===== src/rtl/mod_counter.sv =====
// Modulo up/down counter with prescaler, synchronous clear and clamped load.
// Define CNT_SATURATE_EN to hold at the count limits instead of wrapping.
module mod_counter #(
    parameter int WIDTH    = 12,
    parameter int MODULUS  = 4096,
    parameter int PRESCALE = 1,
    parameter int PS_W     = 16
) (
    input  logic             clk,
    input  logic             reset_n,
    input  logic             en,
    input  logic             up_dn,
    input  logic             clr,
    input  logic             load,
    input  logic [WIDTH-1:0] load_val,
    output logic [WIDTH-1:0] count,
    output logic             tc,
    output logic             load_err
);

    localparam logic [WIDTH-1:0] CNT_MAX = WIDTH'(MODULUS - 1);
    localparam logic [WIDTH-1:0] CNT_ONE = WIDTH'(1);
    localparam logic [PS_W-1:0]  PS_MAX  = PS_W'(PRESCALE - 1);
    localparam logic [PS_W-1:0]  PS_ONE  = PS_W'(1);

`ifdef CNT_SATURATE_EN
    localparam logic [WIDTH-1:0] UP_LIMIT = CNT_MAX;
    localparam logic [WIDTH-1:0] DN_LIMIT = '0;
`else
    localparam logic [WIDTH-1:0] UP_LIMIT = '0;
    localparam logic [WIDTH-1:0] DN_LIMIT = CNT_MAX;
`endif

    logic [PS_W-1:0]  ps;
    logic [PS_W-1:0]  ps_nxt;
    logic [WIDTH-1:0] cnt_nxt;
    logic             tc_nxt;
    logic             lerr_nxt;
    logic             tick;
    logic             at_max;
    logic             at_min;

    // With PRESCALE==1 the compare is against zero and ps never leaves 0.
    assign tick   = en && (ps == PS_MAX);
    assign at_max = (count == CNT_MAX);
    assign at_min = (count == '0);

    always_comb begin
        ps_nxt   = ps;
        cnt_nxt  = count;
        tc_nxt   = 1'b0;
        lerr_nxt = 1'b0;
        if (clr) begin
            cnt_nxt = '0;
            ps_nxt  = '0;
        end else if (load) begin
            ps_nxt = '0;
            if (load_val > CNT_MAX) begin
                cnt_nxt  = CNT_MAX;
                lerr_nxt = 1'b1;
            end else begin
                cnt_nxt = load_val;
            end
        end else if (en) begin
            ps_nxt = (ps == PS_MAX) ? '0 : ps + PS_ONE;
            if (tick) begin
                if (up_dn) begin
                    if (at_max) begin
                        cnt_nxt = UP_LIMIT;
                        tc_nxt  = 1'b1;
                    end else begin
                        cnt_nxt = count + CNT_ONE;
                    end
                end else begin
                    if (at_min) begin
                        cnt_nxt = DN_LIMIT;
                        tc_nxt  = 1'b1;
                    end else begin
                        cnt_nxt = count - CNT_ONE;
                    end
                end
            end
        end
    end

    always_ff @(posedge clk or negedge reset_n) begin
        if (!reset_n) begin
            ps       <= '0;
            count    <= '0;
            tc       <= 1'b0;
            load_err <= 1'b0;
        end else begin
            ps       <= ps_nxt;
            count    <= cnt_nxt;
            tc       <= tc_nxt;
            load_err <= lerr_nxt;
        end
    end

endmodule


===== config.mk =====
export PLATFORM = sky130hd
export DESIGN_NAME = mod_counter
export DESIGN_NICKNAME = d
export VERILOG_FILES = /design/src/rtl/mod_counter.sv
export SDC_FILE = /design/constraint.sdc
export NUM_CORES = 1
export LEC_CHECK = 0
export CORE_ASPECT_RATIO = 1.5
export CORE_MARGIN = 4
export CORE_UTILIZATION = 38
export DETAILED_ROUTE_END_ITERATION = 7
export GPL_TIMING_DRIVEN = 0
export HOLD_SLACK_MARGIN = 0.12
export SLEW_MARGIN = 20
export SYNTH_ARGS = -nofsm -noshare
export SYNTH_HDL_FRONTEND = slang
export SYNTH_SLANG_ARGS = --single-unit

===== constraint.sdc =====
create_clock -name clk -period 3.4 [get_ports clk]
set_input_delay 0.68 -clock clk [delete_from_list [all_inputs] [get_ports clk]]
set_output_delay 0.68 -clock clk [all_outputs]
set_load 0.1 [all_outputs]

==> metrics.txt <==
Num CTS Buffers 5; critical path endpoint category primary output; max-cap violations 0; post-synthesis register bit count 30; Avg WL per Cell 16.87 µm; buffer and inverter count on the worst path 1; CTS root buf clkbuf_8; setup TNS 0 ns; Routability Congestion roughly 0.92; critical path cell sequence clkdlybuf4s50_1; via count 2143; DRC errors left 0; Avg Synthesized Cell Area 8.455 µm²; Gate Count Post-Synth 260; final worst path period share 0.7906; # H-tree levels 2; DRT Wirelength 6209 µm; Non-Filler Instances approximately 370; reg-to-reg startpoint count[0]; most frequent cells in the layout dfrtp_1, clkdlybuf4s50_1, nor2_1, nand2_1, a21oi_1; antenna cell count 0; outcome complete, no violations; Ports 32; sw frac 0.3810; Slowest cell on crit path clkdlybuf4s50_1; Slew Viols, Final 0; yosys synthesis warning count 0; vias in the first global route 2100; Sink Count 30; cell family with most CP delay buffers and inverters; clk buf depth 2; synthesized area 2198 µm²; cts hold-fix bufs 0; Power per Cell Area 381.1 nW/µm²; RSZ-0062 raised after global routing false; final setup skew 0.007429 ns; clk_lat worst skew 0.28 ns; worst reg-to-reg path cell count 9; hpwl dp 4645 µm; Tmin final 2.688 ns; remaining antenna violation count 0; critical path startpoint category register; number of vias per cell 5.823; initial antenna violation count 0; DIE AREA 7091 µm²; async set-reset flop share out of synthesis 1.000; CTS tree done; GRT Total Usage 0.1863; worst setup margin 0.7120 ns; clock power share 0.302; fmax 372.0 MHz; cts repair resizes 0; Setup Crit Path Kind reg -> out; IR drop worst, VDD 0.1733 mV; Max FO, Critical Path 9; Yosys cell types 59; Chip Height 101.2 µm; die outline width roughly 70 µm; Placement Setup Slack 0.4553 ns; Worst-Margin Slew 0.9684 ns; first-pass GRT wire length 10480 µm; nets 320; Leak 1.019 nW; Reg2Reg Setup Slack 1.00 ns; crit-path max cell delay 1.20 ns; area leader, netlist dfrtp_1; Port Buffer Count 29; Main synth FF type dfrtp_1; Rel. slew slack 0.3524; total grt overflow 0; Setup-failing EPs final 0; syn nets 283; Setup Fix Bufs, Post-CTS 0; largest net degree at the start of global routing 19; Gate power share 0.322; commonest non-fill, non-tap cell in the layout dfrtp_1; Critical Path AT 2.01 ns; first drt pass iteration count 5; fraction of layout cells with a size suffix above 1 0.07383; Initial DRC Count 131; clk slew on worst S/H paths 0.07 ns; switching pwr 0.0003906 W; Final Hold Fails 0; Yosys top cell area share 0.3415; sequential share of power 0.376; CP required approximately 2.7 ns; post-synthesis sequential area ratio 0.3415; Core Box Area between 5000 and 6000 µm²; Post-synth EDFFs 0; largest cells by area after synthesis dfrtp_1, xor2_1, a21oi_1; placed instance count 360; Layout area overhead 22.37%; Rows 33; end of the worst register-to-register path count[3]; P_int 0.0006345 W; Initial Util 0.3973; Hold/Removal Path Class in -> async
-- power by group through the flow --
stage               combinational, W  clock (W)  sequential [W]
global placement            0.000326          0        0.000392
global route                0.000354   0.000327        0.000388
floorplan                   0.000137          0        0.000486
finish                      0.000330   0.000310        0.000385
detailed placement          0.000330          0        0.000392
CTS                         0.000331   0.000314        0.000385
-- cell usage after synthesis (3+ instances only) --
cell	number
o21ai_0	6
dfrtp_1	30
or3_1	7
xor2_1	11
nand4_1	11
nor2_1	20
xnor2_1	7
and2_1	3
a221oi_1	4
nand2_1	18
a21oi_1	16
a31oi_1	4
o21ai_1	4
a22oi_1	3
and4_1	3
nand3_1	14
ha_1	5
a221o_1	3
o31ai_1	4
a22o_1	3
nor2b_1	4
nor3_1	10
and3_1	4
buf_2	4
clkbuf_1	14
inv_1	10
-- logic make-up (layout without fill, tap and decap cells) --
logic type	count (synthesis)	after routing	synth area share
AO/OA/AOI/OAI	67	67	0.2220
buffers and inverters	30	68	0.05692
XOR/XNOR	18	18	0.07171
AND/OR/NAND/NOR	109	109	0.2778
other	1	1	0.001706
flip-flops	30	30	0.3415
adder cells (fa/ha/maj)	5	5	0.02846
-- layer usage --
| metal | global-route usage | wire, µm |
|---|---|---|
| met5 | 0 | 0 |
| met3 | 0.02979 | 251 |
| met4 | 0.06490 | 112 |
| met2 | 0.3460 | 3293 |
| met1 | 0.2155 | 2551 |
-- sequential cells by signal, summed over array words and instances (netlist names) --
| signal | cells |
|---|---|
| load_err | 1 |
| ps | 16 |
| tc | 1 |
| count | 12 |
-- final cells by class --
class	instances	area (µm²)
Buffer	20	87.58
Clock buffer	7	86.33
Clock inverter	1	5.005
Fill cell	550	2843
Inverter	10	37.54
Multi-Input combinational cell	200	1323
Sequential cell	30	750.7
Tap cell	70	87.58
Timing Repair Buffer	30	312.8
-- how the worst max path moves through the flow --
| stage | start | endpoint | slack [ns] | cells after the start |
|---|---|---|---|---|
| finish | count[6] | count[6] | 0.71 | 1 |
| global route | clr | count[6] | 0.61 | 7 |
| CTS | count[11] | count[11] | 0.71 | 1 |
| detailed placement | clr | count[6] | 0.46 | 7 |
| global placement | clr | count[6] | 0.46 | 7 |
| floorplan | count[0] | count[3] | 0.74 | 9 |
-- through the flow --
step                hold slack, ns  cell area [µm²]  total power, W    util
global placement            0.5412             2576       0.0007187  0.4656
global route                0.3205             2690        0.001069  0.4862
detailed placement          0.5506             2599       0.0007218  0.4697
finish                      0.3068             2690        0.001025  0.4862
CTS                         0.3131             2690        0.001030  0.4862
floorplan                   0.3844             2198       0.0006232       -
Power figures use the tool's default switching activity.
